**src/rtl/force_overlay_bank.sv**
```systemverilog
// Multi-channel force/release overlay: forced bits replace the driven value, the rest pass through.
// Optional variable-style hold-after-release is built when FORCE_OVERLAY_HOLD_EN is defined.
//
//   state   | meaning
//   --------+------------------------------------------------------------
//   S_IDLE  | accepting commands; cmd_ready high (unless rst)
//   S_SWEEP | RELEASE_ALL in progress; channel r_sc released each cycle
module force_overlay_bank #(
    parameter int W   = 32,
    parameter int NCH = 4,
    parameter int CHW = (NCH > 1) ? $clog2(NCH) : 1
) (
    input  logic               clk,
    input  logic               rst,
    input  logic [NCH*W-1:0]   drv_i,
    output logic [NCH*W-1:0]   sig_o,
    input  logic               cmd_valid,
    output logic               cmd_ready,
    input  logic [1:0]         cmd_op,
    input  logic [CHW-1:0]     cmd_ch,
    input  logic [W-1:0]       cmd_mask,
    input  logic [W-1:0]       cmd_data,
    output logic [NCH-1:0]     forced_o,
    output logic               err_o
);

    localparam logic [1:0]     OP_FORCE   = 2'b00;
    localparam logic [1:0]     OP_RELEASE = 2'b01;
    localparam logic [1:0]     OP_RELALL  = 2'b10;
    localparam logic [1:0]     OP_RSVD    = 2'b11;
    localparam logic [CHW:0]   NCH_L      = (CHW+1)'(NCH);
    localparam logic [CHW-1:0] SC_LAST    = CHW'(NCH - 1);

    typedef enum logic [0:0] {
        S_IDLE  = 1'b0,
        S_SWEEP = 1'b1
    } state_t;

    state_t                     r_state, w_state_n;
    logic [CHW-1:0]             r_sc, w_sc_n;
    logic [NCH-1:0][W-1:0]      r_fmask, w_fmask_n;
    logic [NCH-1:0][W-1:0]      r_fval, w_fval_n;
    logic                       r_err, w_err_n;
    logic                       w_xfer;
    logic                       w_bad;
    logic [NCH-1:0][W-1:0]      w_fm;
    logic [NCH-1:0][W-1:0]      w_under;

`ifdef FORCE_OVERLAY_HOLD_EN
    logic [NCH-1:0][W-1:0]      r_hmask, w_hmask_n;
    logic [NCH-1:0][W-1:0]      r_hval, w_hval_n;
    logic [NCH*W-1:0]           r_drv_q;
`endif

    assign cmd_ready = ~rst & (r_state == S_IDLE);
    assign w_xfer    = cmd_valid & cmd_ready;
    assign w_bad     = (cmd_op == OP_RSVD) |
                       ((cmd_op != OP_RELALL) & ({1'b0, cmd_ch} >= NCH_L));
    assign err_o     = r_err;

    // Overlay is gated by rst so consumers see drv_i even before the first reset edge.
    always_comb begin
        w_fm    = '0;
        w_under = '0;
        sig_o   = '0;
        for (int c = 0; c < NCH; c++) begin
            w_fm[c] = rst ? '0 : r_fmask[c];
`ifdef FORCE_OVERLAY_HOLD_EN
            w_under[c] = rst ? drv_i[c*W +: W]
                             : ((r_hmask[c] & r_hval[c]) | (~r_hmask[c] & drv_i[c*W +: W]));
`else
            w_under[c] = drv_i[c*W +: W];
`endif
            sig_o[c*W +: W] = (w_fm[c] & r_fval[c]) | (~w_fm[c] & w_under[c]);
        end
    end

    always_comb begin
        forced_o = '0;
        for (int c = 0; c < NCH; c++) begin
            forced_o[c] = |r_fmask[c];
        end
    end

    always_comb begin
        w_state_n = r_state;
        w_sc_n    = r_sc;
        w_fmask_n = r_fmask;
        w_fval_n  = r_fval;
        w_err_n   = 1'b0;
`ifdef FORCE_OVERLAY_HOLD_EN
        w_hval_n  = r_hval;
        w_hmask_n = '0;
        // A held bit lets go as soon as its driver moves.
        for (int c = 0; c < NCH; c++) begin
            w_hmask_n[c] = r_hmask[c] & ~(drv_i[c*W +: W] ^ r_drv_q[c*W +: W]);
        end
`endif
        case (r_state)
            S_IDLE: begin
                if (w_xfer) begin
                    if (w_bad) begin
                        w_err_n = 1'b1;
                    end else if (cmd_op == OP_RELALL) begin
                        w_state_n = S_SWEEP;
                        w_sc_n    = '0;
                    end else begin
                        for (int c = 0; c < NCH; c++) begin
                            if (cmd_ch == CHW'(c)) begin
                                if (cmd_op == OP_FORCE) begin
                                    w_fmask_n[c] = r_fmask[c] | cmd_mask;
                                    w_fval_n[c]  = (r_fval[c] & ~cmd_mask) | (cmd_data & cmd_mask);
`ifdef FORCE_OVERLAY_HOLD_EN
                                    w_hmask_n[c] = w_hmask_n[c] & ~cmd_mask;
`endif
                                end else begin
                                    w_fmask_n[c] = r_fmask[c] & ~cmd_mask;
`ifdef FORCE_OVERLAY_HOLD_EN
                                    w_hmask_n[c] = w_hmask_n[c] | (r_fmask[c] & cmd_mask);
                                    w_hval_n[c]  = (r_hval[c] & ~(r_fmask[c] & cmd_mask)) |
                                                   (r_fval[c] &   r_fmask[c] & cmd_mask);
`endif
                                end
                            end
                        end
                    end
                end
            end
            S_SWEEP: begin
                for (int c = 0; c < NCH; c++) begin
                    if (r_sc == CHW'(c)) begin
                        w_fmask_n[c] = '0;
`ifdef FORCE_OVERLAY_HOLD_EN
                        w_hmask_n[c] = w_hmask_n[c] | r_fmask[c];
                        w_hval_n[c]  = (r_hval[c] & ~r_fmask[c]) | (r_fval[c] & r_fmask[c]);
`endif
                    end
                end
                if (r_sc == SC_LAST) begin
                    w_state_n = S_IDLE;
                    w_sc_n    = '0;
                end else begin
                    w_sc_n = r_sc + 1'b1;
                end
            end
            default: begin
                w_state_n = S_IDLE;
                w_sc_n    = '0;
            end
        endcase
    end

    always_ff @(posedge clk) begin
        if (rst) begin
            r_state <= S_IDLE;
            r_sc    <= '0;
            r_fmask <= '0;
            r_fval  <= '0;
            r_err   <= 1'b0;
        end else begin
            r_state <= w_state_n;
            r_sc    <= w_sc_n;
            r_fmask <= w_fmask_n;
            r_fval  <= w_fval_n;
            r_err   <= w_err_n;
        end
    end

`ifdef FORCE_OVERLAY_HOLD_EN
    always_ff @(posedge clk) begin
        if (rst) begin
            r_hmask <= '0;
            r_hval  <= '0;
            r_drv_q <= '0;
        end else begin
            r_hmask <= w_hmask_n;
            r_hval  <= w_hval_n;
            r_drv_q <= drv_i;
        end
    end
`endif

endmodule
```
**config.mk**
```make
export PLATFORM = sky130hd
export DESIGN_NAME = force_overlay_bank
export DESIGN_NICKNAME = d
export VERILOG_FILES = /design/src/rtl/force_overlay_bank.sv
export SDC_FILE = /design/constraint.sdc
export NUM_CORES = 1
export LEC_CHECK = 0
export BUFFER_PORTS_ARGS = -buffer_cell sky130_fd_sc_hd__buf_2
export CAP_MARGIN = 20
export CELL_PAD_IN_SITES_DETAIL_PLACEMENT = 0
export CELL_PAD_IN_SITES_GLOBAL_PLACEMENT = 1
export CORE_UTILIZATION = 39
export DETAILED_ROUTE_END_ITERATION = 7
export PLACE_DENSITY = 0.84
export SYNTH_ARGS = -nofsm -noshare
export SYNTH_HDL_FRONTEND = slang
export SYNTH_SLANG_ARGS = --single-unit
```
**constraint.sdc**
```tcl
create_clock -name clk -period 1.9 [get_ports clk]
set_input_delay 0.285 -clock clk [delete_from_list [all_inputs] [get_ports clk]]
set_output_delay 0.285 -clock clk [all_outputs]
set_load 0.05 [all_outputs]
```
=== Word-level counts from Yosys, hierarchy flattened ===
Cells that the tools add are included.

* Register bits: 260
* Bits of input ports: 199
* Output and inout port bits: 134
* Logic and storage cells: 121

* Eq/ne operators: 20
* Add/sub/neg operators: 1
* Reductions and logical operators: 17
* Multiplexer cells: 31
* Bitwise gates (word level): 41

{| class="wikitable"
|+ Operators with widths
! kind !! count
|-
| 32-bit AND || 17
|-
| 32-bit 2-to-1 mux || 16
|-
| 128-bit 2-to-1 mux || 3
|-
| 32-bit OR || 12
|-
| 128-bit case mux with 2 select lines || 1
|-
| 32-bit inverter || 5
|-
| 32-bit OR reduction || 4
|-
| 6-bit AND reduction || 4
|-
| 5-bit AND reduction || 4
|-
| 2-bit by 1-bit != test with 1-bit output, second input constant || 9
|-
| 2-bit equality test, second input constant || 6
|-
| 2-bit 2-to-1 mux || 4
|-
| 2-bit logical NOT || 3
|-
| 2-bit != test, second input constant || 3
|-
| 1-bit 2-to-1 mux || 5
|-
| 1-bit inverter || 5
|-
| 2-bit by 1-bit equality test with 1-bit output, second input constant || 2
|-
| 2-bit case mux with 2 select lines || 1
|-
| 3-bit AND reduction || 1
|-
| 3-bit OR reduction || 1
|-
| 2-bit by 1-bit adder with 2-bit output, second input constant || 1
|-
| 1-bit AND || 2
|-
| 1-bit case mux with 2 select lines || 1
|}

=== Depth between registers and ports, before layout ===
Gate-level depths: netlist of the first run.

* Depth after elaboration: 8
* Mapped depth: 7

=== Worst setup path after synthesis of the first run ===
Ideal clock, no wire load.

* Path type: input port to output port
* Start: in rst
* End: out sig_o[27]
* Stages on the path: 5
* Path slack: -567 ps
* Arrival time: 2182 ps
* Cells stage by stage: buf_2 > buf_2 > buf_1 > clkbuf_1 > o31ai_1

* Longest elaborated chain between the ends: 4
* Elaborated cells between the ends (all ways): 5

{| class="wikitable"
|+ RTL lines
! what !! line !! RTL
|-
| from (decl) || 14 || <nowiki>input logic rst,</nowiki>
|-
| 32-bit 2-to-1 mux (*) || 67 || <nowiki>w_fm[c] = rst ? '0 : r_fmask[c];</nowiki>
|-
| 32-bit inverter || 74 || <nowiki>sig_o[c*W +: W] = (w_fm[c] & r_fval[c]) | (~w_fm[c] & w_under[c]);</nowiki>
|-
| 32-bit AND || 74 ||
|-
| 32-bit OR (*) || 74 ||
|-
| to (decl) || 16 || <nowiki>output logic [NCH*W-1:0] sig_o,</nowiki>
|}

Every way passes the cells marked *; elsewhere a longest branch is shown, timed or not.

=== Worst setup path in the final report of the first run ===
* Start: reg r_fmask[36] in the netlist's numbering
* End: out forced_o[1]

* Longest elaborated chain between the ends: 1

{| class="wikitable"
|+ RTL lines
! what !! line !! RTL
|-
| from (decl) || 41 || <nowiki>logic [NCH-1:0][W-1:0] r_fmask, w_fmask_n;</nowiki>
|-
| from (signal assigned) || 163 || <nowiki>r_fmask <= w_fmask_n;</nowiki>
|-
| 32-bit OR reduction || 81 || <nowiki>forced_o[c] = |r_fmask[c];</nowiki>
|-
| to (decl) || 23 || <nowiki>output logic [NCH-1:0] forced_o,</nowiki>
|}

Every way passes these cells.

==> results.toml, run 1 <==
[detailed_routing]
drc_errors = 0
drtIter0Drc = 1422
wl_per_cell_um = 23.4
dr.pass1.iters = 5
drt-total-wl_um = 57700
num_vias = 15000
ant_nets = 0
via_per_inst = 6.07

[sta]
finClkSkew_ns = 0.00975
rsz0062_at_grt = "true"
timing_hold_violations_final = 0
slew_headroom = 0.594
fin_crit_ns = 2.20
setup_viol = 5
min_period_over_period = 1.16
tightest_slew_ns = 0.605
setup_tns_ns = -1.09
fmax_ghz = 0.455
maxSlewViolCount = 0
whs_ns = 0.0157
fin_ws_ns = -0.299

[power]
total_power_mw = 15.0
power_density_mw_per_mm2 = 802
p_leak_nw = 7.43
max-vdd-ir-drop_mv = 0.836

[critical_path]
critPathRequiredTime_ns = 1.62
worstSetupPathType = "flip-flop to primary output"
cp_data_arrival_time_ns = 1.91
cp-end-kind = "primary output"
crit_fanout = 4
critPathLaunchType = "flip-flop"

[placed_design]
place_congestion = 0.947
place_area_mm2 = 0.0169
dp_worst_setup_slack_ns = -0.483
placed_cells = 2396
io_buffers = 332
hpwl_um = 42200

[global_route]
grt_max_degree = 54
track_usage = 0.319
antenna_found_initial = 4
grt_pass1_wl_um = 85500
globalRoute.totalOverflow = 0
grt_pass1_vias = 14200

[floorplanning]
die_w_um = 187
io_pins = 333
dieArea_mm2 = 0.0349
core_mm2 = 0.0335
fp-row-count = 67
start_util = 0.397
die_h_um = 187

[run]
cap_viol_max_count = 0

[clock_tree]
clk_latency_ns = 0.57
htree_levels = 1
cts_tree = "done"
cts_sinks = 260
clock_path_buffers = 3
clk_pin_slew_ns = 0.06
root_buffer = "clkbuf_16"
numCtsBuffers = 31

[yosys]
synth_common_cells = "dfxtp_1, o21ai_0, nand2_1"
ys_top_cells_by_area = "dfxtp_1, o21ai_0, nand2_1"
synth_nets = 1864
synth_edf_count = 0
yosys.area.top_type_share = 0.391
syn_inst = 1661
yosysMostFrequentCell = "dfxtp_1"
yosys_warnings = 0
yosys_most_used_dff = "dfxtp_1"
ys_async_sr_fraction = 0
synth_seq_area_share = 0.391
synth_cell_types = 50
syn-mean-instance-area_um2 = 8.01
synth_seq_cells = 260
yosysTopAreaCell = "dfxtp_1"
synth_area_mm2 = 0.0133

[run_status]
outcome = "finished with violations"
violations = "setup timing"

[cells_and_area]
postLayoutCellArea_mm2 = 0.0187
multiInputGateArea_mm2 = 0.00763
nets = 2197
layout-drive-gt1-share = 0.370
area_delta_synth_final_pct = 40.4
layout.cells.non_filler = 2469
fillers = 3147
final_core_util = 0.557
regArea_mm2 = 0.00530

[hold_path]
holdCritPathClass = "primary input to flip-flop"
## placed cells by master (no fill, tap or decap), drive strengths merged, types with 27 or more instances in the layout
cell,n
o21ai,241
mux2i,51
dfxtp,260
nand2,192
a21oi,58
a21boi,39
clkbuf,45
nand4,90
buf,441
a32oi,40
a31o,39
nor4,36
o211ai,35
nor3,32
inv,119
a2bb2oi,27
nand3,88
## worst paths after layout
check,startpoint,end,slack [ns],cells past startpoint
worst max-delay path,r_fmask[36]$_SDFFE_PP0P_,forced_o[1],-0.30,4
worst min-delay path,cmd_data[28],flip-flop,0.02,3
worst max register to register,r_state$_SDFF_PP0_,r_fmask[115]$_SDFFE_PP0P_,-0.02,4
worst min register to register,flip-flop,flip-flop,0.46,2
## metal layers
| metal | GRT usage | vias to the layer above | wire (µm) |
|---|---|---|---|
| li1 | - | 6875 | - |
| met5 | 0 | - | 29 |
| met4 | 0.157 | 6 | 2990 |
| met2 | 0.504 | 824 | 26100 |
| met3 | 0.0559 | 157 | 5130 |
| met1 | 0.419 | 7122 | 23500 |
## critical path, stage by stage, from the launching register on
cell     delay (ns)
dfxtp_2        0.36
nor4_4         0.31
nand4_1        0.23
or2_4          0.30
buf_6          0.15
## area by class of cell
cell class                      instances  area share
Timing Repair Buffer                  460       0.195
Inverter                              118      0.0240
Clock buffer                           37      0.0449
Clock inverter                         21      0.0136
Sequential cell                       260       0.284
Tap cell                              448      0.0300
Multi-Input combinational cell       1123       0.408
Antenna cell                            2    0.000268
## logic make-up after synthesis
| kind of cell | synth area share |
|---|---|
| flip-flops | 0.391 |
| AO/OA/AOI/OAI | 0.277 |
| buffers and inverters | 0.0833 |
| multiplexers | 0.0400 |
| AND/OR/NAND/NOR | 0.205 |
| adder cells (fa/ha/maj) | 0.00376 |
## timing repair
item | CTS | global route
gates cloned | 1 | 0
gates resized for setup | 105 | 117
endpoints found under the hold margin | 17 | 0
hold buffers | 10 | 0
pin swaps | 16 | 13
setup endpoints to repair | 36 | 63
setup buffers | 2 | 2
## report_power, final
| part | switching [mW] | total, mW | internal [mW] | leakage (nW) |
|---|---|---|---|---|
| Combinational | 1.91 | 2.98 | 1.07 | 4.77 |
| Sequential | 0.107 | 5.64 | 5.53 | 2.13 |
| Clock | 2.55 | 6.38 | 3.83 | 0.529 |
No activity file was read; power rests on OpenSTA's default activity.
==> run 2, diff against run 1 <==
CORE_ASPECT_RATIO = 0.9   (was unset)
==> results.toml, run 2 (synthesis results as in run 1) <==
[placed_design]
place_congestion = 0.950
hpwl_um = 42200
io_buffers = 332
place_area_mm2 = 0.0166

[floorplanning]
core_mm2 = 0.0333
fp-row-count = 63
dieArea_mm2 = 0.0349
die_h_um = 177
io_pins = 333
start_util = 0.400
die_w_um = 197

[run_status]
violations = "setup timing"
outcome = "finished with violations"

[critical_path]
r2r_setup_slack_ns = 0.07
cp_data_arrival_time_ns = 1.93
r2r_cells = 6
critical_path.cell_chain = "nor4_2, buf_4, nand4_1, or2_4, buf_6"
cp-end-kind = "primary output"
r2r_end = "r_fmask[22]$_SDFFE_PP0P_"
critPathRequiredTime_ns = 1.62
critPathMaxStageDelay_ns = 0.32
critPathLaunchType = "flip-flop"
worstSetupPathType = "flip-flop to primary output"
reg2reg_from = "r_sc[0]$_SDFFE_PP0P_"
crit_fanout = 2
critPathSlowestCell = "dfxtp_1"

[hold_path]
holdCritPathClass = "primary input to flip-flop"
min_path_cells = 2
worstHoldStart = "cmd_data[17]"

[sta]
rsz0062_at_grt = "true"
min_period_over_period = 1.17
maxSlewViolCount = 0
fin_crit_ns = 2.22
setup_viol = 4
fmax_ghz = 0.451
setup_tns_ns = -0.992
finClkSkew_ns = 0.0232
timing_hold_violations_final = 0
slew_headroom = 0.622
fin_ws_ns = -0.316
tightest_slew_ns = 0.563

[global_route]
grt_max_degree = 85
grt_pass1_wl_um = 83700
track_usage = 0.315
antenna_found_initial = 3
globalRoute.totalOverflow = 0
grt_pass1_vias = 13700

[clock_tree]
cts_tree = "done"
root_buffer = "clkbuf_16"
clk_pin_slew_ns = 0.06
htree_levels = 1
cts_sinks = 260
numCtsBuffers = 29
clk_latency_ns = 0.55
clock_path_buffers = 3

[cells_and_area]
mostFrequentLayoutCells = "buf_2, dfxtp_1, o21ai_0, nand2_1, inv_1"
area_delta_synth_final_pct = 34.9
postLayoutCellArea_mm2 = 0.0180
layout-drive-gt1-share = 0.348
final_common_cell = "buf_2"
nets = 2161
final_core_util = 0.540

[detailed_routing]
drtIter0Drc = 1520
via_per_inst = 6.13
ant_nets = 0
drt-total-wl_um = 57300
drc_errors = 0
dr.pass1.iters = 6
wl_per_cell_um = 23.6
num_vias = 14900

[run]
cap_viol_max_count = 0

[power]
power_density_mw_per_mm2 = 776
max-vdd-ir-drop_mv = 0.744
p_leak_nw = 7.09
total_power_mw = 13.9
run 2: cell count changes in the layout (fill, tap and decap cells not counted), moves of 5 or more:
cell           before  now
nor4_2              5   10
dfxtp_1           196  211
clkinvlp_4          5    0
buf_12             61   51
clkbuf_1            2    8
dfxtp_4             6    1
o21ai_0           191  206
o21ai_2            14    8
o21ai_1            36   27
buf_2             268  280
buf_4              99   78
dlygate4sd3_1      10    2
dfxtp_2            58   48
run 2: timing repair:
action                                 4_1_cts  5_1_grt
setup buffers                                2        0
resized for setup                           78       77
pin swaps                                   16       15
setup endpoints to repair                   19       50
endpoints found under the hold margin        2        0
hold buffers                                 2        0
run 2: critical path: cells and delay by family, from the launching register on:
family / cells / cell delay, ns
simple gates: 3 / 0.75
flops: 1 / 0.32
buf+inv: 2 / 0.31
run 2: worst max path at each step:
| stage | cells past startpoint | slack, ns | to | startpoint |
|---|---|---|---|---|
| 3_5_place_dp | 4 | -0.007 | forced_o[3] | r_fmask[103]$_SDFFE_PP0P_ |
| 5_1_grt | 5 | -0.35 | forced_o[2] | r_fmask[72]$_SDFFE_PP0P_ |
| 6_report | 5 | -0.32 | forced_o[2] | r_fmask[72]$_SDFFE_PP0P_ |
| 2_1_floorplan | 5 | -0.23 | sig_o[27] | rst |
| 3_3_place_gp | 4 | -0.03 | forced_o[3] | r_fmask[103]$_SDFFE_PP0P_ |
| 4_1_cts | 5 | -0.34 | forced_o[2] | r_fmask[72]$_SDFFE_PP0P_ |
run 2: layer usage:
| layer | GRT usage | wire length (µm) | up-vias |
|---|---|---|---|
| met3 | 0.0585 | 5980 | 117 |
| met4 | 0.129 | 2340 | 2 |
| li1 | - | - | 6772 |
| met5 | 0 | 16 | - |
| met1 | 0.448 | 24300 | 7112 |
| met2 | 0.466 | 24600 | 900 |
run 2: area by class of cell:
cell class / count / area [µm²]
flip-flops and latches: 260 / 5270
clock inverters: 6 / 55.1
multi-input cells: 1123 / 7590
clock buffers: 43 / 838
fillers: 3154 / 15300
inverters: 118 / 448
well taps: 455 / 569
repair buffers: 426 / 3180
diodes: 2 / 5.00
run 2: through the flow:
step / hold WS, ns / instances / setup WS (ns)
after floorplan: 0.424 / 1661 / -0.229
after global placement: 0.446 / 2379 / -0.0307
after detailed placement: 0.454 / 2379 / -0.00699
after CTS: 0.000939 / 2431 / -0.339
after global routing: 0.0103 / 2433 / -0.351
final: 0.0139 / 2433 / -0.316
run 2: report_power, final:
part	leakage (nW)	internal, mW	total, mW	switching, mW
Sequential	2.12	5.54	5.64	0.101
Combinational	4.53	0.983	2.90	1.92
Clock	0.444	3.15	5.39	2.25
